`config.mk`:
```
export PLATFORM = sky130hd
export DESIGN_NAME = fma16_mul_stage_flat
export DESIGN_NICKNAME = d
export VERILOG_FILES = /design/src/rtl/fma16_mul_stage_if.sv /design/src/rtl/fma16_mul_stage.sv /design/src/flat_wrapper.sv
export SDC_FILE = /design/constraint.sdc
export NUM_CORES = 1
export LEC_CHECK = 0
export ABC_AREA = 0
export BUFFER_PORTS_ARGS = -buffer_cell sky130_fd_sc_hd__buf_2
export CAP_MARGIN = 10
export CORE_ASPECT_RATIO = 0.7
export CORE_MARGIN = 2
export CORE_UTILIZATION = 45
export DETAILED_ROUTE_END_ITERATION = 12
export PLACE_DENSITY_LB_ADDON = 0.2
export SLEW_MARGIN = 20
export SYNTH_ARGS = -nofsm -noshare
export SYNTH_HDL_FRONTEND = slang
export SYNTH_SLANG_ARGS = --single-unit
```
`constraint.sdc`:
```
create_clock -name clk -period 2.7 [get_ports clk]
set_input_delay 0.135 -clock clk [delete_from_list [all_inputs] [get_ports clk]]
set_output_delay 0.135 -clock clk [all_outputs]
set_load 0.01 [all_outputs]
```
`src/rtl/fma16_mul_stage_if.sv`:
```
// fma16 multiply stage handshake bundle.
// Operand side flows in, product side flows out.
interface fma16_mul_stage_if #(
  parameter int NBITS = 11
);
  logic               in_valid;
  logic               in_ready;
  logic               Xs;
  logic               Ys;
  logic [4:0]         Xe;
  logic [4:0]         Ye;
  logic [NBITS-1:0]   Xm;
  logic [NBITS-1:0]   Ym;
  logic               Xzero;
  logic               Xinf;
  logic               XNaN;
  logic               XsNaN;
  logic               Yzero;
  logic               Yinf;
  logic               YNaN;
  logic               YsNaN;
  logic               out_valid;
  logic               out_ready;
  logic               Ps;
  logic [6:0]         Pe;
  logic [2*NBITS-1:0] Pm;
  logic               Pzero;
  logic               Pinf;
  logic               PNaN;
  logic               Pinvalid;

  modport slave (
    input  in_valid, Xs, Ys, Xe, Ye, Xm, Ym,
    input  Xzero, Xinf, XNaN, XsNaN,
    input  Yzero, Yinf, YNaN, YsNaN,
    input  out_ready,
    output in_ready, out_valid,
    output Ps, Pe, Pm,
    output Pzero, Pinf, PNaN, Pinvalid
  );

  modport master (
    output in_valid, Xs, Ys, Xe, Ye, Xm, Ym,
    output Xzero, Xinf, XNaN, XsNaN,
    output Yzero, Yinf, YNaN, YsNaN,
    output out_ready,
    input  in_ready, out_valid,
    input  Ps, Pe, Pm,
    input  Pzero, Pinf, PNaN, Pinvalid
  );
endinterface

```
`src/rtl/fma16_mul_stage.sv`:
```
// fma16 multiply stage: radix-2 shift-add
// significand multiplier plus special-case flags.
module fma16_mul_stage #(
  parameter int BIAS  = 15,
  parameter int NBITS = 11
) (
  input logic              clk,
  input logic              rst_n,
  fma16_mul_stage_if.slave io
);

  localparam int CW = $clog2(NBITS);
  localparam int PW = 2 * NBITS;

  typedef enum logic [1:0] {
    IDLE,
    BUSY,
    SPEC,
    DONE
  } state_t;

  state_t state_q, state_d;

  logic [CW-1:0]    cnt_q;
  logic [NBITS:0]   acc_q;
  logic [NBITS-1:0] mcand_q;
  logic [NBITS-1:0] mpl_q;
  logic [PW-1:0]    pm_q;
  logic [6:0]       pe_q;
  logic             ps_q;
  logic             pz_q, pi_q, pn_q, pv_q;
  logic             xz_q, xi_q, xn_q, xsn_q;
  logic             yz_q, yi_q, yn_q, ysn_q;

  logic             accept;
  logic             special_in;
  logic             last_it;
  logic [6:0]       pe_sum;
  logic [NBITS:0]   add_d;
  logic [PW-1:0]    prod_d;
  logic             any_nan;
  logic             inf_zero;

  assign accept     = (state_q == IDLE) && io.in_valid;
  assign special_in = io.Xzero | io.Yzero |
                      io.Xinf  | io.Yinf  |
                      io.XNaN  | io.YNaN  |
                      io.XsNaN | io.YsNaN;
  assign last_it    = (cnt_q == CW'(NBITS - 1));
  assign pe_sum     = {2'b00, io.Xe} + {2'b00, io.Ye}
                    - 7'(BIAS);

  // one shift-add step; final step yields the product
  assign add_d  = acc_q + (mpl_q[0] ? {1'b0, mcand_q}
                                    : '0);
  assign prod_d = {add_d, mpl_q[NBITS-1:1]};

  assign any_nan  = xn_q | yn_q | xsn_q | ysn_q;
  assign inf_zero = (xi_q & yz_q) | (yi_q & xz_q);

  // state register
  always_ff @(posedge clk or negedge rst_n) begin
    if (!rst_n) state_q <= IDLE;
    else        state_q <= state_d;
  end

  // next-state decode
  always_comb begin
    state_d = state_q;
    unique case (state_q)
      IDLE: if (io.in_valid)
              state_d = special_in ? SPEC : BUSY;
      BUSY: if (last_it) state_d = DONE;
      SPEC: state_d = DONE;
      DONE: if (io.out_ready) state_d = IDLE;
      default: state_d = IDLE;
    endcase
  end

  // handshake outputs from state
  always_comb begin
    io.in_ready  = (state_q == IDLE);
    io.out_valid = (state_q == DONE);
  end

  // operand capture, iteration and special results
  always_ff @(posedge clk or negedge rst_n) begin
    if (!rst_n) begin
      cnt_q   <= '0;
      acc_q   <= '0;
      mcand_q <= '0;
      mpl_q   <= '0;
      pm_q    <= '0;
      pe_q    <= '0;
      ps_q    <= 1'b0;
      pz_q    <= 1'b0;
      pi_q    <= 1'b0;
      pn_q    <= 1'b0;
      pv_q    <= 1'b0;
      xz_q    <= 1'b0;
      xi_q    <= 1'b0;
      xn_q    <= 1'b0;
      xsn_q   <= 1'b0;
      yz_q    <= 1'b0;
      yi_q    <= 1'b0;
      yn_q    <= 1'b0;
      ysn_q   <= 1'b0;
    end else if (accept) begin
      cnt_q   <= '0;
      acc_q   <= '0;
      mcand_q <= io.Xm;
      mpl_q   <= io.Ym;
      pe_q    <= pe_sum;
      ps_q    <= io.Xs ^ io.Ys;
      pz_q    <= 1'b0;
      pi_q    <= 1'b0;
      pn_q    <= 1'b0;
      pv_q    <= 1'b0;
      xz_q    <= io.Xzero;
      xi_q    <= io.Xinf;
      xn_q    <= io.XNaN;
      xsn_q   <= io.XsNaN;
      yz_q    <= io.Yzero;
      yi_q    <= io.Yinf;
      yn_q    <= io.YNaN;
      ysn_q   <= io.YsNaN;
    end else if (state_q == BUSY) begin
      acc_q <= {1'b0, add_d[NBITS:1]};
      mpl_q <= {add_d[0], mpl_q[NBITS-1:1]};
      cnt_q <= cnt_q + 1'b1;
      if (last_it) pm_q <= prod_d;
    end else if (state_q == SPEC) begin
      pm_q <= '0;
      pv_q <= inf_zero | xsn_q | ysn_q;
      if (any_nan | inf_zero) begin
        pn_q <= 1'b1;
        ps_q <= 1'b0;
        pe_q <= '0;
      end else if (xi_q | yi_q) begin
        pi_q <= 1'b1;
      end else begin
        pz_q <= 1'b1;
        pe_q <= '0;
      end
    end
  end

  assign io.Ps       = ps_q;
  assign io.Pe       = pe_q;
  assign io.Pm       = pm_q;
  assign io.Pzero    = pz_q;
  assign io.Pinf     = pi_q;
  assign io.PNaN     = pn_q;
  assign io.Pinvalid = pv_q;

endmodule

```
`src/flat_wrapper.sv`:
```
// flat-port wrapper written by rule: the top's interface ports become plain ports
module fma16_mul_stage_flat 
#(
  parameter int BIAS  = 15,
  parameter int NBITS = 11
)
  (clk, rst_n, io_in_valid, io_Xs, io_Ys, io_Xe, io_Ye, io_Xm, io_Ym, io_Xzero, io_Xinf, io_XNaN, io_XsNaN, io_Yzero, io_Yinf, io_YNaN, io_YsNaN, io_out_ready, io_in_ready, io_out_valid, io_Ps, io_Pe, io_Pm, io_Pzero, io_Pinf, io_PNaN, io_Pinvalid);
  fma16_mul_stage_if #(.NBITS(NBITS)) io_i ();
  input logic clk;
  input logic rst_n;
  input wire logic [$bits(io_i.in_valid)-1:0] io_in_valid;
  input wire logic [$bits(io_i.Xs)-1:0] io_Xs;
  input wire logic [$bits(io_i.Ys)-1:0] io_Ys;
  input wire logic [$bits(io_i.Xe)-1:0] io_Xe;
  input wire logic [$bits(io_i.Ye)-1:0] io_Ye;
  input wire logic [$bits(io_i.Xm)-1:0] io_Xm;
  input wire logic [$bits(io_i.Ym)-1:0] io_Ym;
  input wire logic [$bits(io_i.Xzero)-1:0] io_Xzero;
  input wire logic [$bits(io_i.Xinf)-1:0] io_Xinf;
  input wire logic [$bits(io_i.XNaN)-1:0] io_XNaN;
  input wire logic [$bits(io_i.XsNaN)-1:0] io_XsNaN;
  input wire logic [$bits(io_i.Yzero)-1:0] io_Yzero;
  input wire logic [$bits(io_i.Yinf)-1:0] io_Yinf;
  input wire logic [$bits(io_i.YNaN)-1:0] io_YNaN;
  input wire logic [$bits(io_i.YsNaN)-1:0] io_YsNaN;
  input wire logic [$bits(io_i.out_ready)-1:0] io_out_ready;
  output wire logic [$bits(io_i.in_ready)-1:0] io_in_ready;
  output wire logic [$bits(io_i.out_valid)-1:0] io_out_valid;
  output wire logic [$bits(io_i.Ps)-1:0] io_Ps;
  output wire logic [$bits(io_i.Pe)-1:0] io_Pe;
  output wire logic [$bits(io_i.Pm)-1:0] io_Pm;
  output wire logic [$bits(io_i.Pzero)-1:0] io_Pzero;
  output wire logic [$bits(io_i.Pinf)-1:0] io_Pinf;
  output wire logic [$bits(io_i.PNaN)-1:0] io_PNaN;
  output wire logic [$bits(io_i.Pinvalid)-1:0] io_Pinvalid;
  assign io_i.in_valid = io_in_valid;
  assign io_i.Xs = io_Xs;
  assign io_i.Ys = io_Ys;
  assign io_i.Xe = io_Xe;
  assign io_i.Ye = io_Ye;
  assign io_i.Xm = io_Xm;
  assign io_i.Ym = io_Ym;
  assign io_i.Xzero = io_Xzero;
  assign io_i.Xinf = io_Xinf;
  assign io_i.XNaN = io_XNaN;
  assign io_i.XsNaN = io_XsNaN;
  assign io_i.Yzero = io_Yzero;
  assign io_i.Yinf = io_Yinf;
  assign io_i.YNaN = io_YNaN;
  assign io_i.YsNaN = io_YsNaN;
  assign io_i.out_ready = io_out_ready;
  assign io_in_ready = io_i.in_ready;
  assign io_out_valid = io_i.out_valid;
  assign io_Ps = io_i.Ps;
  assign io_Pe = io_i.Pe;
  assign io_Pm = io_i.Pm;
  assign io_Pzero = io_i.Pzero;
  assign io_Pinf = io_i.Pinf;
  assign io_PNaN = io_i.PNaN;
  assign io_Pinvalid = io_i.Pinvalid;
  fma16_mul_stage #(.BIAS(BIAS), .NBITS(NBITS)) u_core (.clk(clk), .rst_n(rst_n), .io(io_i));
endmodule
```
==> summary by stage <==
Status
The flow ran to the end, and the final reports show no timing, DRC or antenna violations.

Route
After the first detailed-routing iteration, the DRC count stood at approximately 200. Wires add up to ~9.7 mm. In this run the remaining antenna-violating nets after routing total 0. For this block, the via count after detailed routing is approximately 3.5k. Dividing the detail-routed via count by the number of cells gives 5.09.

After detailed routing, the number of remaining DRC violations is 0. The detailed-routing iteration count for the pre-antenna-repair pass is 4. The mean routed wirelength per cell is 13.9 um.

STA
The highest clock rate is approximately 410 MHz. The clock period could shrink to 2.46 ns. The final clock skew is 0.00684 ns. The post-route worst setup slack is roughly 0.24 ns.

At the pin with the least slew margin, the transition time is 0.737 ns. The total count of hold-check failures in the final report is 0. The final setup violation count is 0.

The tightest hold path in the finished design has a slack of 0.00819 ns. The worst max-slew margin expressed relative to the limit is 50.8%. The total negative setup slack is 0 ns. The max-slew violation count was 0. Of the available clock period, the critical path in the final layout requires 91.0%. Setup repair after global routing left no endpoint under its margin.

Clocking
After clock tree synthesis, the setup repair step added 0 buffers. In this run the deepest clock path goes through 2 buffers. For this design, the sink count on the clock tree is 81. The H-tree generated during clock tree synthesis spans 3 levels. In this run, CTS created clock tree buffers numbering 9. After clock tree synthesis, the clock-pin slew on the worst setup and hold paths is 0.06 ns. For the worst-skew pair, the clock arrives at the later sink with an insertion delay of between 0.3 and 0.4 ns.

The buffer cell driving the clock tree root is clkbuf_16. TritonCTS built the clock tree.

Logic synthesis
The number of synthesized flops with an enable pin is 0. The largest area contributor in the netlist is dfrtp_1. The fraction of synthesized cell area taken by the top area cell type is 48.5%. The number of synthesized register bits is 81. Synthesis handed over a netlist of 475 instances.

Synthesis produced a netlist with a net count of about 550. In the synthesized netlist the dominant register cell turns out to be dfrtp_1. The number of warnings issued by yosys is 0. The share of the Yosys chip area taken by registers is 48.5%. The number of distinct library cells after synthesis is 41. The commonest cells after synthesis are nand2_1 (130), dfrtp_1 (81), o21ai_0 (38). The dominant cell by count in the synthesized netlist is nand2_1. Counting flops with an async set or reset pin after synthesis yields a share of 100%. By area the synthesized netlist is led by dfrtp_1 (49%), nand2_1 (12%), ha_1 (6.9%). The combined area of all synthesized cells is 4180 sq um. Averaged over all synthesized cells, the footprint is 8.79 sq um.

Placement
OpenSTA, run right after detailed placement, puts the worst setup slack at 0.263 ns. The count of buffers inserted at the top-level ports is 81. The final estimated routing congestion in global placement is 0.858. The area after detailed placement is 4720 sq um. Summed over all nets, the half-perimeter wirelength after detailed placement is roughly 6.8 mm.

Floorplanning
The count of standard-cell rows is 29. The placeable core region is between 9000 and 10000 sq um. The die covers around 10000 sq um. The die is roughly 120 um wide.

The initial core utilization is about 46%. The die is 84.6 um tall. The I/O pin count is 82.

Global routing
The total global routing overflow is 0. The first global-routing pass estimated 16.6 mm of wire. The number of global-route vias before repair is 3448. The pin count of the biggest net entering global routing is 82. The number of antenna violations at the first check in global routing is 0. The total routing usage reported by global routing is around a fifth.

Setup path
The library cell appearing most often on the critical path is a21o_1. On the worst path, the slowest cell contributes a delay of 0.47 ns. The maximum fanout along the worst path is 7. STA classifies the critical path endpoint as a flip-flop. The largest individual stage delay along the critical path comes from the cell or4_1. The required time of the worst setup path is 2.97 ns. The critical path startpoint category is a flip-flop. The flop-to-flop setup slack is 0.24 ns. Traced cell by cell, the critical path runs through buf_4, and2_1, ha_1, a21o_1, a21o_1, a221o_1, or4_1, nand3_1. The data arrival time of the critical path is 2.73 ns. The worst setup path is of the reg -> reg kind.

Finish
The final design area excluding fillers is approximately 5100 sq um. Of the cells placed in the final design, the portion with a size suffix greater than 1 is 19.1%. 0 antenna diodes ended up in the layout. The growth of design area from synthesis to finish is 22.9%. The final-stage net count is 638. Counting the fill cells in the layout gives 819.

Power
The design draws ~5700 uW. Summed over all nets, the switching power comes to 2320 uW. Combinational cells account for 44.5% of the total power. Net switching is 40.8% of the power.

Internal power comes to 3370 uW. Registers are responsible for 35.8% of the overall power. In this run the power density over the cells is 1110 nW/um^2. The maximum vdd ir drop is 557 uV.

The cell leakage power is around 0.0026 uW. In this run, the clock network consumes 19.7% of the power.

Worst hold path
In this run the worst hold path is classified as in -> reg.

Run
The number of max-cap violations is 0.
## layout make-up
class | count | area (sq um) | area share [%]
tap | 124 | 155 | 3.02
multi-input combinational | 358 | 2000 | 39.0
clock buffer | 12 | 246 | 4.80
sequential | 81 | 2030 | 39.5
clock inverter | 4 | 28.8 | 0.560
inverter | 14 | 52.6 | 1.02
timing repair buffer | 103 | 622 | 12.1
## worst paths after layout
path,startpoint,end,depth (start not counted)
max,u_core.mpl_q[0]$_DFFE_PN0P_,u_core.io.Pm[20]$_DFFE_PN0P_,8
max in group asynchronous,rst_n,u_core.acc_q[2]$_DFFE_PN0P_,2
min,io_XNaN,u_core.xn_q$_DFFE_PN0P_,3
min in group asynchronous,rst_n,u_core.xsn_q$_DFFE_PN0P_,2
max reg2reg,u_core.mpl_q[0]$_DFFE_PN0P_,u_core.io.Pm[20]$_DFFE_PN0P_,8
min reg2reg,u_core.mcand_q[4]$_DFFE_PN0P_,u_core.mcand_q[4]$_DFFE_PN0P_,2
## per-stage QoR
step	util, %	instances
after CTS	56.6	695
final	56.8	696
after global routing	56.8	696
after detailed placement	52.3	667
after global placement	52.3	667
after floorplan	-	475
## cell families after synthesis
group	share of synthesized area [%]
flops	48.5
buf+inv	3.59
xor+xnor	2.94
compound gates	14.8
simple gates	22.3
fa+ha+maj	7.85
## worst max-delay path, delay by kind of cell (launching register included)
family | cells | cell delay (ns)
buffers and inverters | 1 | 0.18
DFF | 1 | 0.42
and+or+nand+nor | 3 | 0.70
AOI/OAI and AO/OA | 3 | 0.76
adders and majority gates | 1 | 0.33
## registers in the layout (all words and copies together), names as in the netlist
signal / count
u_core.io.Pinf: 1
u_core.yi_q: 1
u_core.acc_q: 11
u_core.io.Pm: 22
u_core.yz_q: 1
u_core.mcand_q: 11
u_core.xi_q: 1
u_core.io.Pinvalid: 1
u_core.xn_q: 1
u_core.xsn_q: 1
u_core.cnt_q: 4
u_core.state_q: 2
u_core.ysn_q: 1
u_core.io.Pe: 7
u_core.io.PNaN: 1
u_core.mpl_q: 11
u_core.io.Ps: 1
u_core.xz_q: 1
u_core.yn_q: 1
u_core.io.Pzero: 1
## layer usage
layer	GRT usage (%)	part of all wire, %
met3	5.71	5.2
met5	0	0
met4	6.28	0.80
met1	29.3	50
met2	31.1	44
## power by group through the flow
stage	Combinational [uW]	Clock (uW)	Sequential [uW]
after floorplan	1700	0	2080
after global placement	2450	0	2040
after detailed placement	2500	0	2050
after CTS	2530	1150	2040
after global routing	2890	1200	2100
final	2530	1120	2040
## cell usage in the layout (no fill, tap or decap), drive strengths merged, types with 2 or more instances in the layout
master       instances
ha                  23
o211ai               4
nand3                8
or2                  2
xnor2                7
clkinvlp             2
or4                  2
xor2                 7
a21oi               19
a31oi               15
clkbuf              12
o21bai               3
o31ai                4
fa                   2
dlygate4sd3         13
nor3b                2
a211oi               5
and3                 3
a21o                 5
nor2                37
nor3                 6
inv                 14
buf                 90
nand4                5
nand2              130
and2                15
nand2b               4
o21ai               38
clkinv               2
dfrtp               81
## repair_timing
action | CTS | global route
hold buffers | 12 | 1
gates resized for setup | 0 | 2
hold endpoints to repair | 12 | 81
setup endpoints to repair | 0 | 1
No activity file was read; power rests on OpenSTA's default activity.
